File: src/rtl/ram_dual_port_arbiter_pkg.sv
// Shared definitions for the dual-port RAM arbiter: FSM state encoding and requester IDs.
package ram_dual_port_arbiter_pkg;

  localparam logic ST_RUN   = 1'b0;
  localparam logic ST_CLEAR = 1'b1;

  localparam int unsigned REQ_A = 0;
  localparam int unsigned REQ_B = 1;

endpackage

File: src/rtl/rr_arbiter_2.sv
// Two-way round-robin arbiter; the pointer only advances on contested grants.
module rr_arbiter_2
  import ram_dual_port_arbiter_pkg::*;
(
  input  logic       clk,
  input  logic       resetn,
  input  logic [1:0] req,
  input  logic       en,
  output logic [1:0] gnt
);

  logic ptr_q, ptr_d;  // side that wins the next contested cycle

  always_comb begin
    gnt   = 2'b00;
    ptr_d = ptr_q;
    if (en) begin
      unique case (req)
        2'b01: gnt = 2'b01;
        2'b10: gnt = 2'b10;
        2'b11: begin
          gnt[ptr_q] = 1'b1;
          ptr_d      = ~ptr_q;
        end
        default: gnt = 2'b00;
      endcase
    end
  end

  always_ff @(posedge clk or negedge resetn) begin
    if (!resetn) begin
      ptr_q <= 1'(REQ_A);
    end else begin
      ptr_q <= ptr_d;
    end
  end

endmodule

File: src/rtl/ram_dual_port_arbiter.sv
// Shares one simple dual-port RAM between requesters A and B with per-port round-robin,
// tagged read return, write->read bypass and a full-array clear sweep.
module ram_dual_port_arbiter
  import ram_dual_port_arbiter_pkg::*;
#(
  parameter int unsigned           DATA_WIDTH     = 8,
  parameter int unsigned           ADDR_WIDTH     = 6,
  parameter bit                    CLEAR_ON_RESET = 1'b1,
  parameter logic [DATA_WIDTH-1:0] CLEAR_VALUE    = '0,
  parameter bit                    BYPASS         = 1'b1
) (
  input  logic                  clk,
  input  logic                  resetn,
  input  logic                  clr_start,
  output logic                  busy,
  input  logic                  a_wr_req,
  input  logic [ADDR_WIDTH-1:0] a_wr_addr,
  input  logic [DATA_WIDTH-1:0] a_wr_data,
  output logic                  a_wr_gnt,
  input  logic                  a_rd_req,
  input  logic [ADDR_WIDTH-1:0] a_rd_addr,
  output logic                  a_rd_gnt,
  output logic                  a_rd_valid,
  input  logic                  b_wr_req,
  input  logic [ADDR_WIDTH-1:0] b_wr_addr,
  input  logic [DATA_WIDTH-1:0] b_wr_data,
  output logic                  b_wr_gnt,
  input  logic                  b_rd_req,
  input  logic [ADDR_WIDTH-1:0] b_rd_addr,
  output logic                  b_rd_gnt,
  output logic                  b_rd_valid,
  output logic [DATA_WIDTH-1:0] rd_data,
  output logic [DATA_WIDTH-1:0] ram_data,
  output logic [ADDR_WIDTH-1:0] ram_write_addr,
  output logic [ADDR_WIDTH-1:0] ram_read_addr,
  output logic                  ram_we,
  input  logic [DATA_WIDTH-1:0] ram_q
);

  logic                  state_q, state_d;
  logic [ADDR_WIDTH-1:0] cnt_q, cnt_d;
  logic                  run_en;
  logic [1:0]            wr_gnt, rd_gnt;
  logic                  wr_any, rd_any;
  logic [1:0]            rd_own_q;
  logic                  byp_sel_q, byp_sel_d;
  logic [DATA_WIDTH-1:0] byp_data_q;
  logic [ADDR_WIDTH-1:0] rd_addr_q;

  // A clear request takes priority over any grant in the same cycle.
  assign run_en = resetn && (state_q == ST_RUN) && !clr_start;

  rr_arbiter_2 u_wr_arb (
    .clk    (clk),
    .resetn (resetn),
    .req    ({b_wr_req, a_wr_req}),
    .en     (run_en),
    .gnt    (wr_gnt)
  );

  rr_arbiter_2 u_rd_arb (
    .clk    (clk),
    .resetn (resetn),
    .req    ({b_rd_req, a_rd_req}),
    .en     (run_en),
    .gnt    (rd_gnt)
  );

  assign a_wr_gnt   = wr_gnt[REQ_A];
  assign b_wr_gnt   = wr_gnt[REQ_B];
  assign a_rd_gnt   = rd_gnt[REQ_A];
  assign b_rd_gnt   = rd_gnt[REQ_B];
  assign wr_any     = |wr_gnt;
  assign rd_any     = |rd_gnt;
  assign busy       = resetn && (state_q == ST_CLEAR);
  assign a_rd_valid = rd_own_q[REQ_A];
  assign b_rd_valid = rd_own_q[REQ_B];
  assign rd_data    = byp_sel_q ? byp_data_q : ram_q;

  always_comb begin
    state_d = state_q;
    cnt_d   = cnt_q;
    if (state_q == ST_CLEAR) begin
      cnt_d = cnt_q + 1'b1;
      if (cnt_q == '1) state_d = ST_RUN;
    end else if (clr_start) begin
      state_d = ST_CLEAR;
    end
  end

  always_comb begin
    ram_we         = 1'b0;
    ram_write_addr = a_wr_addr;
    ram_data       = a_wr_data;
    if (state_q == ST_CLEAR) begin
      ram_we         = resetn;
      ram_write_addr = cnt_q;
      ram_data       = CLEAR_VALUE;
    end else begin
      ram_we = wr_any;
      if (wr_gnt[REQ_B]) begin
        ram_write_addr = b_wr_addr;
        ram_data       = b_wr_data;
      end
    end
  end

  // Read address holds its last value when no read is granted.
  always_comb begin
    ram_read_addr = rd_addr_q;
    if (rd_gnt[REQ_B])      ram_read_addr = b_rd_addr;
    else if (rd_gnt[REQ_A]) ram_read_addr = a_rd_addr;
  end

  assign byp_sel_d = BYPASS && rd_any && wr_any && (ram_write_addr == ram_read_addr);

  always_ff @(posedge clk or negedge resetn) begin
    if (!resetn) begin
      state_q    <= CLEAR_ON_RESET ? ST_CLEAR : ST_RUN;
      cnt_q      <= '0;
      rd_own_q   <= '0;
      byp_sel_q  <= 1'b0;
      byp_data_q <= '0;
      rd_addr_q  <= '0;
    end else begin
      state_q   <= state_d;
      cnt_q     <= cnt_d;
      rd_own_q  <= rd_gnt;
      byp_sel_q <= byp_sel_d;
      rd_addr_q <= ram_read_addr;
      if (byp_sel_d) byp_data_q <= ram_data;
    end
  end

endmodule

File: config.mk
export PLATFORM = sky130hd
export DESIGN_NAME = ram_dual_port_arbiter
export DESIGN_NICKNAME = d
export VERILOG_FILES = /design/src/rtl/ram_dual_port_arbiter_pkg.sv /design/src/rtl/rr_arbiter_2.sv /design/src/rtl/ram_dual_port_arbiter.sv
export SDC_FILE = /design/constraint.sdc
export NUM_CORES = 1
export LEC_CHECK = 0
export ABC_CLOCK_PERIOD_IN_PS = 6760
export BUFFER_PORTS_ARGS = -buffer_cell sky130_fd_sc_hd__buf_2
export CELL_PAD_IN_SITES_DETAIL_PLACEMENT = 2
export CELL_PAD_IN_SITES_GLOBAL_PLACEMENT = 2
export CORE_ASPECT_RATIO = 0.8
export CORE_MARGIN = 3
export CORE_UTILIZATION = 26
export CTS_CLUSTER_DIAMETER = 150
export DETAILED_ROUTE_END_ITERATION = 12
export HOLD_SLACK_MARGIN = 0.15
export PLACE_DENSITY_LB_ADDON = 0.12
export SYNTH_ARGS = -nofsm -noshare
export SYNTH_HDL_FRONTEND = slang
export SYNTH_SLANG_ARGS = --single-unit
File: constraint.sdc
create_clock -name clk -period 6.76 [get_ports clk]
set_clock_uncertainty 0.1 [all_clocks]
set_input_delay 1.352 -clock clk [delete_from_list [all_inputs] [get_ports clk]]
set_output_delay 1.352 -clock clk [all_outputs]
set_load 0.02 [all_outputs]
---- After elaboration in Yosys (flattened, before gate mapping) ----
Index checks and enable logic that the tools add are counted.
cells by class
  $add $sub $neg .......................... 1
  $lt $le $gt $ge ......................... 4
  equal/unequal tests ..................... 8
  mux-type cells .......................... 19
  bitwise operators ....................... 3
  reduce and logical (&&, ||, !) cells .... 12
operators by type and width
  operator                                                     count
  2-to-1 mux 6 bit                                             4
  2-to-1 mux 8 bit                                             3
  one-hot mux 2 bit (3 select lines)                           2
  equality test 2 bit (second input constant)                  4
  logical AND 1 bit                                            7
  adder 6 x 1 -> 6 bit (second input constant)                 1
  equality test 6 bit                                          1
  equality test 6 bit (second input constant)                  1
  2-to-1 mux 1 bit                                             6
  equality test 2 x 1 -> 1 bit (second input constant)         2
  less-than comparator 1 x 2 -> 1 bit (second input constant)  2
  2-to-1 mux 2 bit                                             2
  AND reduction 2 bit                                          2
  OR reduction 2 bit                                           2
  inverter 1 bit                                               3
  demux 1 bit (select 1 bit)                                   2
  greater-or-equal comparator 1 bit (second input constant)    2
  zero test 1 bit                                              1
storage, ports and cells
  flip-flop bits (word level) ............. 26
  input bits .............................. 55
  output and inout port bits .............. 36
  word-level logic and storage cells ...... 55

---- Logic depth before layout (Yosys ltp) ----
  depth in word-level cells ............... 10
  gate-level depth with buffers ........... 9
  gate-level depth less buffers ........... 8

---- Cells and area by module ----
Synthesis repeated with hierarchy kept, for this count alone.
unflattened totals
  cell total of the unflattened synthesis .. 145
  area, all modules ....................... 1,514.0 µm²
modules (own cells, without submodules)
  module                 instances  cells each  area each (µm²)  seq. area each (µm²)
  ram_dual_port_arbiter  1          129         1,393.8          601.8
  rr_arbiter_2           2          8           60.1             25.0

---- Least setup slack after synthesis ----
Ideal clock, no wire load.
  path type ............................... input to output
  from .................................... input clr_start
  to ...................................... output ram_read_addr[2]
  data arrival time ....................... 2.813 ns
  data required time ...................... 5.308 ns
  setup slack ............................. 2.495 ns
  stages on the path ...................... 5
  buffers on the path ..................... 1
  path through ............................ or3b_1 > buf_6 > nor2_2 > mux2i_1 > a21oi_1
on the way
  cells in the longest elaborated chain, start to end .. 5
RTL lines
  element             line                          RTL
  from (decl)         ram_dual_port_arbiter.sv:14   input logic clr_start,
  zero test 1 bit     ram_dual_port_arbiter.sv:51   assign run_en = resetn && (state_q == ST_RUN) && !clr_start;
  logical AND 1 bit   ram_dual_port_arbiter.sv:51
  2-to-1 mux 2 bit    rr_arbiter_2.sv:17            if (en) begin
  named net a_rd_gnt  ram_dual_port_arbiter.sv:22   output logic a_rd_gnt,
  2-to-1 mux 6 bit    ram_dual_port_arbiter.sv:112  else if (rd_gnt[REQ_A]) ram_read_addr = a_rd_addr;
  2-to-1 mux 6 bit    ram_dual_port_arbiter.sv:111  if (rd_gnt[REQ_B]) ram_read_addr = b_rd_addr;
  to (decl)           ram_dual_port_arbiter.sv:35   output logic [ADDR_WIDTH-1:0] ram_read_addr,
The timed path passes the listed nets, and every way through them passes these cells.

---- Final worst setup path ----
  from .................................... input resetn
  to ...................................... output ram_write_addr[5]
on the way
  cells in the longest elaborated chain, start to end .. 5
RTL lines
  element                         line                          RTL
  from (decl)                     ram_dual_port_arbiter.sv:13   input logic resetn,
  logical AND 1 bit (2 in a row)  ram_dual_port_arbiter.sv:51
  2-to-1 mux 2 bit                rr_arbiter_2.sv:17
  2-to-1 mux 6 bit                ram_dual_port_arbiter.sv:101  if (wr_gnt[REQ_B]) begin
  2-to-1 mux 6 bit                ram_dual_port_arbiter.sv:95   if (state_q == ST_CLEAR) begin
  to (decl)                       ram_dual_port_arbiter.sv:34   output logic [ADDR_WIDTH-1:0] ram_write_addr,
Every way passes these cells.

==> results.ini <==
[power]
power_w=0.000538
leakage_nw=1.07
irDropWorstVdd_v=0.0000933
power.density_nw_per_um2=251

[route]
drc=0
ant_nets=0
wire_per_inst_um=16.3
dr.pass1.iters=4
drt_wl_total_mm=5.36
vias_per_cell=4.76
drt-initial-drc-count=41
vias=1566

[global_route]
grt.overflow.total=0
antenna_found_initial=0
grt_max_degree=32
grt_pass1_wl_mm=8.45
grt_usage_pct=15.3
grt_pass1_vias=1621

[final_layout]
syn2layout_area_growth_pct=34.9
layout_common_cells=buf_2 (90), dfrtp_1 (25), nand2_1 (23), mux2_2 (17), a21oi_1 (16)
final_nets=308
regArea_sq_um=652
drive_above_1_share_pct=47.4
multi_input_area_sq_um=875
fillers=668
diodes=0
final_common_cell=buf_2
finish.instance_area_sq_um=2140

[logic_synthesis]
synth_cell_type_count=41
ys.flop_type=dfrtp_1
synth_area_leader_cell=dfrtp_1
syn-cell-area_sq_um=1590
yosys_warnings=0
synth_edf_count=0
yosys-top-cells-area=dfrtp_1 (39%), mux2_2 (12%), nand2_1 (5.4%)
ys_seq_area_share_pct=41.1
synth.top_cell.area_share_pct=39.4
ys_seq_elements=26
synth_area_per_cell_sq_um=9.68
synth_fp_nets=220
ys_async_sr_fraction_pct=100
netlist_instances=164

[setup_path]
worstPathArrival_ps=3380
end_kind=output pin
critical_path_class=in -> out
start_kind=input port
critPathSlowestCell=nor3b_2
crit_fanout=15
path_buf_inv=3
slowest_delay_ps=500
r2r_setup_slack_ps=3340
cp_top_family=simple AND/OR/NAND/NOR gates
cp.required_ps=5310
crit_chain=buf_2, nor3b_2, nand3_2, inv_2, a21oi_1, a21oi_1, buf_2

[timing]
rsz0062_at_grt=false
tightest_slew_ps=563
whs_ps=401
slew_headroom_pct=62.4
timing_hold_violations_final=0
period_minus_slack_ps=4830
setup_tns_ps=0
finalSetupViolCount=0
drv_slew=0
fmax_mhz=207
post-route-period-util_pct=71.4

[clocking]
worstSkewPairLatency_ps=270
clock-sinks=26
cts-hold-fix-buffers=0
htree_levels=1
numCtsBuffers=3
cts_resized=0
clk_pin_slew_ps=90
cts.path.max_buffers=2
cts_root_buffer=clkbuf_8
postCtsSetupBuffers=0
cts_tree=built

[placed_design]
dpl_cell_area_sq_um=2100
place.gp.congestion=0.737
portBuffers=90
dp.final_hpwl_mm=4.37

[die]
initial_core_util_pct=28.0
die_x_um=93.4
io_pins=91
die_h_um=75.9
num_rows=24
die-area_sq_um=7090
core_area_sq_um=5680

[flow_run]
drv_cap=0

[worst_hold_path]
min_path_type=reg -> reg

[status]
outcome=complete, no violations

-- area by class of cell --
class / count / share of cell area [%]
sequential: 26 / 30.4
inverter: 4 / 0.701
multi-input combinational: 126 / 40.8
clock buffer: 4 / 2.10
tap: 78 / 4.56
timing repair buffer: 91 / 21.4
-- synth_stat cells (2+ instances only) --
master	count
a21oi_1	16
a221o_1	3
a31oi_1	3
buf_6	2
clkbuf_1	5
dfrtp_1	25
inv_1	2
mux2_2	17
mux2i_1	3
nand2_1	23
nand2b_1	2
nand3_1	5
nand4_1	3
nor2_1	7
nor2b_1	6
nor3_1	2
nor4_1	3
o21ai_0	3
xnor2_1	9
xor2_1	4
-- routing by layer --
metal	vias up	wire length [um]	track usage, %
met2	41	2550	24.9
met3	2	268	3.75
met1	770	2520	21.3
li1	753	-	-
met5	-	0	0
met4	0	19	1.95
-- state kept, by name (all words and copies together), names as in the netlist --
name and cells:
byp_data_q 8, byp_sel_q 1, cnt_q 6, rd_addr_q 6, rd_own_q 2, state_q 1, u_rd_arb.ptr_q 1, u_wr_arb.ptr_q 1
-- kinds of logic (layout without fill, tap and decap cells) --
kind of cell / after synthesis / after routing / share of synthesized area [%]
simple gates: 61 / 61 / 21.0
compound gates: 31 / 31 / 12.2
flops: 26 / 26 / 41.1
mux: 20 / 20 / 13.9
xor+xnor: 13 / 13 / 7.17
buf+inv: 12 / 99 / 3.86
fa+ha+maj: 1 / 1 / 0.788
-- power breakdown --
group	switching, W	leakage (nW)	internal, W	total, W
Combinational	0.000134	0.710	0.000100	0.000234
Clock	0.0000474	0.0228	0.0000421	0.0000895
Sequential	0.0000332	0.340	0.000182	0.000215
-- worst paths after layout --
kind / cells past startpoint / startpoint / to
max reg2reg: 7 / state_q / byp_data_q[0]
min: 1 / cnt_q[3] / cnt_q[3]
min in group asynchronous: 2 / resetn / u_rd_arb.ptr_q
max: 7 / resetn / ram_write_addr[5]
min reg2reg: 1 / cnt_q[3] / cnt_q[3]
max in group asynchronous: 2 / resetn / state_q
-- per-stage QoR --
| step | worst slack [ps] | cells | utilization (%) |
|---|---|---|---|
| after floorplan | 2500 | 164 | - |
| after global placement | 1910 | 325 | 36.9 |
| after detailed placement | 1930 | 325 | 36.9 |
| after CTS | 1920 | 329 | 37.7 |
| after global routing | 1660 | 329 | 37.7 |
| final | 1930 | 329 | 37.7 |
Power figures use the tool's default switching activity.
